--- src/rtl/poly_result_buffer.sv ---
// Result buffer for the cubic polynomial pipeline: FWFT FIFO with valid/ready output,
// plus a saturating running sum of accepted results and sticky debug flags.
module poly_result_buffer #(
    parameter int DATA_W = 6,
    parameter int DEPTH  = 4,
    parameter int ACC_W  = 12
) (
    input  logic                       clk,
    input  logic                       rst,
    input  logic                       in_valid,
    input  logic [DATA_W-1:0]          in_data,
    input  logic                       clear,
    output logic                       out_valid,
    input  logic                       out_ready,
    output logic [DATA_W-1:0]          out_data,
    output logic [$clog2(DEPTH+1)-1:0] count,
    output logic                       full,
    output logic                       empty,
    output logic [ACC_W-1:0]           acc_sum,
    output logic                       acc_sat,
    output logic                       drop_err
);

    localparam int CNT_W = $clog2(DEPTH + 1);
    localparam int PTR_W = $clog2(DEPTH);

    logic [DATA_W-1:0] r_mem [DEPTH];
    logic [PTR_W-1:0]  r_rd_ptr;
    logic [PTR_W-1:0]  r_wr_ptr;
    logic [CNT_W-1:0]  r_count;
    logic [ACC_W-1:0]  r_acc;
    logic              r_sat;
    logic              r_drop;

    logic              w_pop;
    logic              w_push;
    logic              w_drop;
    logic [ACC_W:0]    w_sum;
    logic              w_clamp;

    assign full      = (r_count == CNT_W'(DEPTH));
    assign empty     = (r_count == '0);
    assign out_valid = !empty;
    assign out_data  = r_mem[r_rd_ptr];
    assign count     = r_count;
    assign acc_sum   = r_acc;
    assign acc_sat   = r_sat;
    assign drop_err  = r_drop;

    // A full FIFO still accepts a push when the head leaves in the same cycle.
    assign w_pop  = out_valid && out_ready;
    assign w_push = in_valid && (!full || w_pop);
    assign w_drop = in_valid && full && !w_pop;

    // One extra bit catches the carry that signals the clamp.
    assign w_sum   = {1'b0, r_acc} + {{(ACC_W + 1 - DATA_W){1'b0}}, in_data};
    assign w_clamp = w_sum[ACC_W];

    // NOTE: the storage array sits in the reset branch so out_data is a known 0
    // after reset instead of X; this costs a reset net on every storage flop.
    always_ff @(posedge clk or posedge rst) begin
        if (rst) begin
            for (int i = 0; i < DEPTH; i++) r_mem[i] <= '0;
            r_rd_ptr <= '0;
            r_wr_ptr <= '0;
            r_count  <= '0;
            r_acc    <= '0;
            r_sat    <= 1'b0;
            r_drop   <= 1'b0;
        end else if (clear) begin
            r_rd_ptr <= '0;
            r_wr_ptr <= '0;
            r_count  <= '0;
            r_acc    <= '0;
            r_sat    <= 1'b0;
            r_drop   <= 1'b0;
        end else begin
            if (w_push) begin
                r_mem[r_wr_ptr] <= in_data;
                r_wr_ptr        <= r_wr_ptr + 1'b1;
                if (w_clamp) begin
                    r_acc <= '1;
                    r_sat <= 1'b1;
                end else begin
                    r_acc <= w_sum[ACC_W-1:0];
                end
            end
            if (w_pop) r_rd_ptr <= r_rd_ptr + 1'b1;
            if (w_drop) r_drop <= 1'b1;
            case ({w_push, w_pop})
                2'b10:   r_count <= r_count + 1'b1;
                2'b01:   r_count <= r_count - 1'b1;
                default: r_count <= r_count;
            endcase
        end
    end

endmodule

--- config.mk ---
export PLATFORM = sky130hd
export DESIGN_NAME = poly_result_buffer
export DESIGN_NICKNAME = d
export VERILOG_FILES = /design/src/rtl/poly_result_buffer.sv
export SDC_FILE = /design/constraint.sdc
export NUM_CORES = 1
export LEC_CHECK = 0
export BUFFER_PORTS_ARGS = -buffer_cell sky130_fd_sc_hd__buf_4
export CAP_MARGIN = 20
export CORE_MARGIN = 3
export CORE_UTILIZATION = 45
export CTS_CLUSTER_DIAMETER = 120
export DETAILED_ROUTE_END_ITERATION = 16
export MAX_ROUTING_LAYER = met4
export PLACE_DENSITY = 0.63
export SYNTH_ARGS = -nofsm -noshare
export SYNTH_HDL_FRONTEND = slang
export SYNTH_SLANG_ARGS = --single-unit
--- constraint.sdc ---
create_clock -name clk -period 2.7 [get_ports clk]
set_clock_uncertainty 0.05 [all_clocks]
set_input_delay 0 -clock clk [delete_from_list [all_inputs] [get_ports clk]]
set_output_delay 0 -clock clk [all_outputs]
set_load 0.02 [all_outputs]
==> results.cfg, run 1 <==
[status]
outcome = finished, final reports clean

[power]
power_mw = 2.12
power.density_nw_per_um2 = 699
worst_ir_drop_vdd_mv = 0.370
p_leak_nw = 1.38

[synth]
synth_top_area_share = 0.453
synth_commonest_cells = 45 x dfrtp_1, 24 x mux2_2, 15 x nor2_1, 13 x nand2_1
ys_async_sr_fraction = 1.00
synth_most_common_cell = dfrtp_1
synthAdderAreaFrac = 0.0665
synth.area.top_cells = dfrtp_1 45%, mux2_2 11%, mux4_2 5.4%
avgSynthCellArea_um2 = 11.3
yosysSeqAreaShare = 0.453
synth_fp_nets = 243
synth_top_family_by_area = multiplexers
synth_seq_cells = 45
yosys.area_share.simple = 0.137
yosys_most_used_dff = dfrtp_1
yosysUniqueCellTypes = 46
synthMuxAreaShare = 0.171
syn_area_um2 = 2480
synth_xor_area_frac = 0.0212
synth_compound_area_frac = 0.117
synth_edf_count = 0
yosys.area.top_type = dfrtp_1
ys_warn_count = 0
syn-instance-count = 220

[grt]
grt_usage = 0.186
grt_first_pass_wirelength_mm = 9.02
grt_pass1_vias = 1860
grt_max_degree = 31
antenna_found_initial = 0
overflow = 0

[floorplanning]
ioPinCount = 37
die_h_um = 80.3
initial_core_util = 0.474
row_count = 26
die_x_um = 80.3
design.core.area_um2 = 5240
die_area_um2 = 6450

[timing]
min_period_over_period = 0.903
hold_viol = 0
layout_min_cycle_time_ns = 2.44
tns_ns = 0
drv_slew = 0
tightest_slew_ns = 0.739
setup_viol = 0
slew_headroom = 0.503
grt_setup_unrepaired = no
finalWorstSetupSlack_ns = 0.263
clock.fmax_mhz = 410

[drt]
ant_nets = 0
drtIter0Drc = 57
num_vias = 1894
dr.pass1.iters = 4
routed_wl_mm = 5.37
post_drt_via_cell_ratio = 5.60
drc = 0
wl_per_cell_um = 15.9

[critical_path]
r2r-start = acc_sum[0]
startpoint = acc_sum[0]
crit_type = flop to flop
cp.required_ns = 2.81
r2r-end = acc_sum[4]
crit_path_end_kind = flop
worst-path-max-fanout = 10
critPathLaunchType = flop
r2r_slack_ns = 0.26
cp.arrival_ns = 2.55
cp_cell_sequence = ha_1 > fa_1 > a21oi_1 > o221a_2 > or4_1 > o311ai_1
crit_path_end = acc_sum[4]
critPathSlowestCell = fa_1
reg2regPathDepth = 6
crit_path_max_incr_delay_ns = 0.42

[min_path]
min-delay-start = clear
hold_path.class = input pin to flop

[place]
post_dp_cell_area_um2 = 2830
dp_hpwl_mm = 3.77
dp_slack_ns = 0.302
numPortBuffers = 36
gp_congestion = 0.844

[layout]
design_area_um2 = 3020
drive_gt1_frac = 0.321
nets = 290
area_growth_pct = 21.8
insertedDiodeCount = 0
utilization = 0.577

[clock_network]
cts_resized = 0
clkTransAtPathRegs_ns = 0.09
insertion_delay_ns = 0.30
clock-sinks = 45
cts_tree = yes
cts_max_path_buffers = 2
cts_made_buffers = 5
cts_root_buffer = clkbuf_8
htree_levels = 2

[run]
max-cap-violations = 0
-- critical path: cells and delay by family, from the launching register on --
| kind | cells | cell delay (ns) |
|---|---|---|
| adder cells (fa/ha/maj) | 2 | 0.65 |
| flip-flops | 1 | 0.41 |
| AO/OA/AOI/OAI | 3 | 0.79 |
| AND/OR/NAND/NOR | 1 | 0.40 |
-- worst min path at each step --
stage,endpoint,slack [ns],cells past startpoint
2_1_floorplan,r_mem[0],0.10,1
3_3_place_gp,r_mem[17],0.13,2
3_5_place_dp,r_mem[5],0.12,2
4_1_cts,count[1],0.02,2
5_1_grt,r_wr_ptr[0],0.02,2
6_report,r_rd_ptr[0],0.02,2
-- where the power goes --
part | internal [mW] | switching (mW) | leakage [nW]
Sequential | 0.824 | 0.114 | 0.585
Clock | 0.211 | 0.247 | 0.0478
Combinational | 0.378 | 0.341 | 0.745
Total | 1.41 | 0.702 | 1.38
-- per-stage QoR --
| step | hold slack, ns | instances |
|---|---|---|
| after floorplan | 0.101 | 220 |
| after global placement | 0.129 | 321 |
| after detailed placement | 0.123 | 321 |
| after CTS | 0.0169 | 337 |
| after global routing | 0.0218 | 338 |
| final | 0.0185 | 338 |
-- cell type report --
type / count / area (um2)
Timing Repair Buffer: 48 / 393
Inverter: 12 / 45.0
Clock inverter: 2 / 16.3
Fill cell: 476 / 2210
Tap cell: 70 / 87.6
Multi-Input combinational cell: 155 / 1270
Sequential cell: 45 / 1130
Clock buffer: 6 / 82.6
-- cells in the final DEF, fill, tap and decap left out, types with 2 or more instances in the layout --
| cell type | instances |
|---|---|
| fa_1 | 2 |
| or3_1 | 2 |
| mux2_2 | 24 |
| xor2_1 | 3 |
| ha_1 | 10 |
| nand2_1 | 13 |
| mux4_2 | 6 |
| nor2b_1 | 4 |
| inv_1 | 10 |
| mux2i_1 | 2 |
| nor4_1 | 3 |
| nand2b_1 | 4 |
| a31oi_1 | 3 |
| dfrtp_1 | 45 |
| or4_1 | 2 |
| nand3b_1 | 3 |
| o21ai_0 | 3 |
| a21oi_1 | 8 |
| a21o_1 | 2 |
| o211ai_1 | 7 |
| clkbuf_8 | 6 |
| nor2_1 | 15 |
| xnor2_1 | 3 |
| a311oi_1 | 2 |
| o21ai_2 | 4 |
| nand3_1 | 11 |
| dlygate4sd3_1 | 8 |
| nor3_1 | 3 |
| buf_4 | 39 |
-- routing by layer --
layer	track usage	share of wire	wire length [um]	up-vias
li1	-	-	-	898
met1	0.243	0.47	2530	947
met2	0.296	0.48	2560	41
met3	0.0370	0.037	201	8
met4	0.0557	0.014	76	0
met5	-	0	0	-
-- logic make-up after synthesis --
kind of cell,Yosys count
compound gates,40
simple gates,65
fa+ha+maj,12
buf+inv,20
xor+xnor,6
mux,32
flops,45
-- sequential cells by signal, summed over array words and instances, names as in the netlist --
name,count
count,3
r_rd_ptr,2
drop_err,1
acc_sat,1
acc_sum,12
r_mem,24
r_wr_ptr,2
-- what timing repair did --
action,CTS,global route
endpoints found under the hold margin,55,0
hold buffers,8,0
buffers inserted,0,0
Power figures use the tool's default switching activity.
==> run 2, diff against run 1 <==
--- a/config.mk
+++ b/config.mk
@@ -8,11 +8,12 @@
 export BUFFER_PORTS_ARGS = -buffer_cell sky130_fd_sc_hd__buf_4
 export CAP_MARGIN = 20
 export CORE_MARGIN = 3
-export CORE_UTILIZATION = 45
+export CORE_UTILIZATION = 50
 export CTS_CLUSTER_DIAMETER = 120
 export DETAILED_ROUTE_END_ITERATION = 16
 export MAX_ROUTING_LAYER = met4
-export PLACE_DENSITY = 0.63
+export PLACE_DENSITY = 0.69
+export SLEW_MARGIN = 25
 export SYNTH_ARGS = -nofsm -noshare
 export SYNTH_HDL_FRONTEND = slang
 export SYNTH_SLANG_ARGS = --single-unit
==> results.cfg, run 2 (synthesis results as in run 1) <==
[status]
outcome = finished, final reports clean

[drt]
num_vias = 1859
drc = 0
post_drt_via_cell_ratio = 5.60
ant_nets = 0
wl_per_cell_um = 15.2
dr.pass1.iters = 4
drtIter0Drc = 93
routed_wl_mm = 5.04

[place]
numPortBuffers = 36
place_inst = 316
dp_hpwl_mm = 3.59
gp_congestion = 0.815

[floorplanning]
die_area_um2 = 5850
design.core.area_um2 = 4750
row_count = 25
die_x_um = 76.5
die_h_um = 76.5
ioPinCount = 37
initial_core_util = 0.522

[layout]
mostFrequentLayoutCell = dfrtp_1
layout_common_cells = 45 x dfrtp_1, 37 x buf_4, 24 x mux2_2, 15 x nor2_1, 13 x nand2_1
nets = 287
drive_gt1_frac = 0.313
area_growth_pct = 21.0
nFillCells = 410
regMostFlops = r_mem
largest_reg_flops = 24
instances_no_fill = 332
insertedDiodeCount = 0

[timing]
drv_slew = 0
grt_setup_unrepaired = no
setup_viol = 0
min_period_over_period = 0.886
layout_min_cycle_time_ns = 2.39
slew_headroom = 0.496
hold_viol = 0
clock.fmax_mhz = 418
tightest_slew_ns = 0.756
tns_ns = 0

[critical_path]
crit_type = input pin to flop
cp.arrival_ns = 2.49
crit_path_end_kind = flop
cp.required_ns = 2.80
critPathLaunchType = input pin
worst-path-max-fanout = 10

[clock_network]
cts_tree = yes
htree_levels = 2
cts_made_buffers = 5
cts_max_path_buffers = 2
cts_root_buffer = clkbuf_8
clock-sinks = 45
insertion_delay_ns = 0.29
clkTransAtPathRegs_ns = 0.08

[grt]
overflow = 0
grt_pass1_vias = 1786
grt_first_pass_wirelength_mm = 8.74
grt_usage = 0.190
antenna_found_initial = 0
grt_max_degree = 46

[power]
p_leak_nw = 1.37
power.density_nw_per_um2 = 721
worst_ir_drop_vdd_mv = 0.314

[run]
max-cap-violations = 0

[min_path]
hold_path.class = input pin to flop
run 2: cell count changes in the layout (fill, tap and decap cells not counted), sizes merged:
cell | before | now
buf | 40 | 37
inv | 12 | 11
bufinv | 0 | 1
clkinvlp | 1 | 0
clkbuf | 6 | 7
run 2: layout make-up:
| class | instances | area (um2) | area share |
|---|---|---|---|
| multi-input combinational | 155 | 1270 | 0.424 |
| clock buffer | 7 | 86.3 | 0.0287 |
| clock inverter | 1 | 30.0 | 0.0100 |
| sequential | 45 | 1130 | 0.375 |
| timing repair buffer | 45 | 358 | 0.119 |
| inverter | 12 | 46.3 | 0.0154 |
| tap | 67 | 83.8 | 0.0279 |
run 2: where the power goes:
| part | leakage, nW | switching, mW | internal [mW] |
|---|---|---|---|
| clock network | 0.0585 | 0.222 | 0.302 |
| registers | 0.585 | 0.114 | 0.824 |
| logic | 0.728 | 0.332 | 0.372 |
| total | 1.37 | 0.667 | 1.50 |
run 2: worst paths after layout:
path                       startpoint          end  slack [ns]  depth (start not counted)
hold / removal              out_ready     count[0]        0.01                          3
max in group asynchronous         rst     r_mem[2]        1.81                          3
min in group asynchronous         rst  r_wr_ptr[0]        0.33                          3
hold reg to reg              drop_err     drop_err        0.45                          2
setup reg to reg           acc_sum[0]   acc_sum[4]        0.32                          6
setup / recovery           in_data[0]   acc_sum[4]        0.31                          8
run 2: routing by layer:
layer / vias to the layer above / share of wire / GRT usage
met3: 5 / 0.032 / 0.0366
met4: 0 / 0.0091 / 0.0435
met1: 918 / 0.47 / 0.258
met2: 34 / 0.49 / 0.299
met5: - / 0 / -
li1: 902 / - / -
run 2: per-stage QoR:
stage / hold WS [ns] / util / setup WS, ns / power (mW) / instance area (um2)
finish: 0.0107 / 0.632 / 0.308 / 2.16 / 3000
global route: 0.00475 / 0.632 / 0.142 / 2.30 / 3000
CTS: 0.000898 / 0.632 / 0.324 / 2.19 / 3000
detailed placement: 0.236 / 0.590 / 0.333 / 1.65 / 2810
global placement: 0.234 / 0.590 / 0.381 / 1.64 / 2810
floorplan: 0.101 / - / 0.151 / 1.43 / 2480
run 2: repair_timing:
action,in CTS,in global routing
setup buffers,0,0
hold endpoints to repair,71,0
setup endpoints to repair,0,0
hold buffers,8,0
resized for setup,0,0
run 2: worst max-delay path: stages:
cell,delay [ns]
dlygate4sd3_1,0.54
buf_4,0.15
ha_1,0.24
fa_1,0.41
a21oi_1,0.29
o221a_2,0.29
or4_1,0.40
o311ai_1,0.17
==> run 3, diff against run 2 <==
--- a/config.mk
+++ b/config.mk
@@ -11,8 +11,10 @@
 export CORE_UTILIZATION = 50
 export CTS_CLUSTER_DIAMETER = 120
 export DETAILED_ROUTE_END_ITERATION = 16
+export GPL_ROUTABILITY_DRIVEN = 0
 export MAX_ROUTING_LAYER = met4
 export PLACE_DENSITY = 0.69
+export RECOVER_POWER = 100
 export SLEW_MARGIN = 25
 export SYNTH_ARGS = -nofsm -noshare
 export SYNTH_HDL_FRONTEND = slang
==> constraint.sdc (replaced) <==
create_clock -name clk -period 2.23 [get_ports clk]
set_clock_uncertainty 0.05 [all_clocks]
set_input_delay 0 -clock clk [delete_from_list [all_inputs] [get_ports clk]]
set_output_delay 0 -clock clk [all_outputs]
set_load 0.02 [all_outputs]
==> results.cfg, run 3 (synthesis results as in run 1) <==
[floorplanning]
design.core.area_um2 = 4750
die_h_um = 76.5
die_area_um2 = 5850
initial_core_util = 0.522
row_count = 25
die_x_um = 76.5
ioPinCount = 37

[critical_path]
cp.arrival_ns = 2.27
cp.required_ns = 2.38
reg2regPathDepth = 7
startpoint = acc_sum[0]
crit_path_end_kind = flop
crit_path_end = acc_sum[4]
worst-path-max-fanout = 5
r2r-start = acc_sum[0]
crit_type = flop to flop
r2r_slack_ns = 0.11
r2r-end = acc_sum[4]
critPathLaunchType = flop

[layout]
mostFrequentLayoutCell = dfrtp_1
nFillCells = 439
seqCellArea_um2 = 1130
utilization = 0.630
layout_common_cells = 44 x dfrtp_1, 29 x clkbuf_1, 24 x mux2_2, 17 x buf_4, 14 x nor2_1
drive_gt1_frac = 0.255
area_growth_pct = 20.7
insertedDiodeCount = 0
largest_reg_flops = 24
nets = 296
design_area_um2 = 3000
regMostFlops = r_mem
multi_input_area_um2 = 1300

[min_path]
hold_path.class = input pin to flop

[grt]
overflow = 0
grt_first_pass_wirelength_mm = 9.03
grt_max_degree = 32
grt_pass1_vias = 1813
antenna_found_initial = 0
grt_usage = 0.199

[timing]
drv_slew = 0
min_period_over_period = 0.952
finalWorstSetupSlack_ns = 0.108
tightest_slew_ns = 1.15
setup_viol = 0
hold_slack_ns = 0.0147
grt_setup_unrepaired = no
slew_headroom = 0.230
hold_viol = 0
tns_ns = 0
clock.fmax_mhz = 471
layout_min_cycle_time_ns = 2.12

[status]
outcome = finished, final reports clean

[drt]
num_vias = 1845
ant_nets = 0
wl_per_cell_um = 15.9
drc = 0
dr.pass1.iters = 4
post_drt_via_cell_ratio = 5.41
drtIter0Drc = 79
routed_wl_mm = 5.43

[clock_network]
clkTransAtPathRegs_ns = 0.08
insertion_delay_ns = 0.29
cts_tree = yes
cts_root_buffer = clkbuf_8
cts_max_path_buffers = 2
cts_made_buffers = 5
htree_levels = 2
clock-sinks = 45

[run]
max-cap-violations = 0

[power]
worst_ir_drop_vdd_mv = 0.526
p_leak_nw = 1.30
power.density_nw_per_um2 = 871

[place]
post_dp_cell_area_um2 = 2890
dp_slack_ns = 0.0978
numPortBuffers = 36
dp_hpwl_mm = 3.90
run 3: layout make-up:
class / instances / share of cell area
inverter: 12 / 0.0159
tap: 67 / 0.0280
timing repair buffer: 54 / 0.107
clock buffer: 7 / 0.0288
sequential: 45 / 0.376
multi-input combinational: 155 / 0.434
clock inverter: 1 / 0.0100
run 3: how the worst min path moves through the flow:
stage                    from   endpoint  slack [ns]  cells past startpoint
floorplan            in_valid   count[1]        0.10                      2
global placement          rst  r_mem[17]         0.1                      2
detailed placement        rst  r_mem[23]        0.08                      2
CTS                 out_ready   count[0]        0.01                      3
global route            clear    acc_sat        0.03                      2
finish              out_ready   count[0]        0.01                      3
run 3: stage by stage:
step | instances | power (mW)
floorplan | 220 | 1.76
global placement | 324 | 2.03
detailed placement | 324 | 2.06
CTS | 340 | 2.70
global route | 341 | 2.76
finish | 341 | 2.61
run 3: where the power goes:
group	switching [mW]	total, mW	internal (mW)
Clock	0.268	0.634	0.365
Combinational	0.435	0.846	0.411
Sequential	0.132	1.13	0.998
Total	0.835	2.61	1.78
run 3: what timing repair did:
item / in CTS / in global routing
hold buffers: 8 / 0
buffers inserted: 0 / 1
gates resized for setup: 0 / 2
setup endpoints to repair: 0 / 5
hold endpoints to repair: 54 / 0
run 3: per-layer routing:
| metal | vias up | track usage | part of all wire |
|---|---|---|---|
| met3 | 8 | 0.0331 | 0.027 |
| met1 | 895 | 0.259 | 0.48 |
| met5 | - | - | 0 |
| met4 | 0 | 0.0543 | 0.013 |
| met2 | 30 | 0.323 | 0.48 |
| li1 | 912 | - | - |
run 3: critical path: stages, from the launching register on:
cell and delay (ns):
dfrtp_1 0.38, ha_2 0.21, fa_1 0.21, a21oi_1 0.11, o221a_2 0.29, or4_1 0.53
buf_4 0.18, o311ai_1 0.06
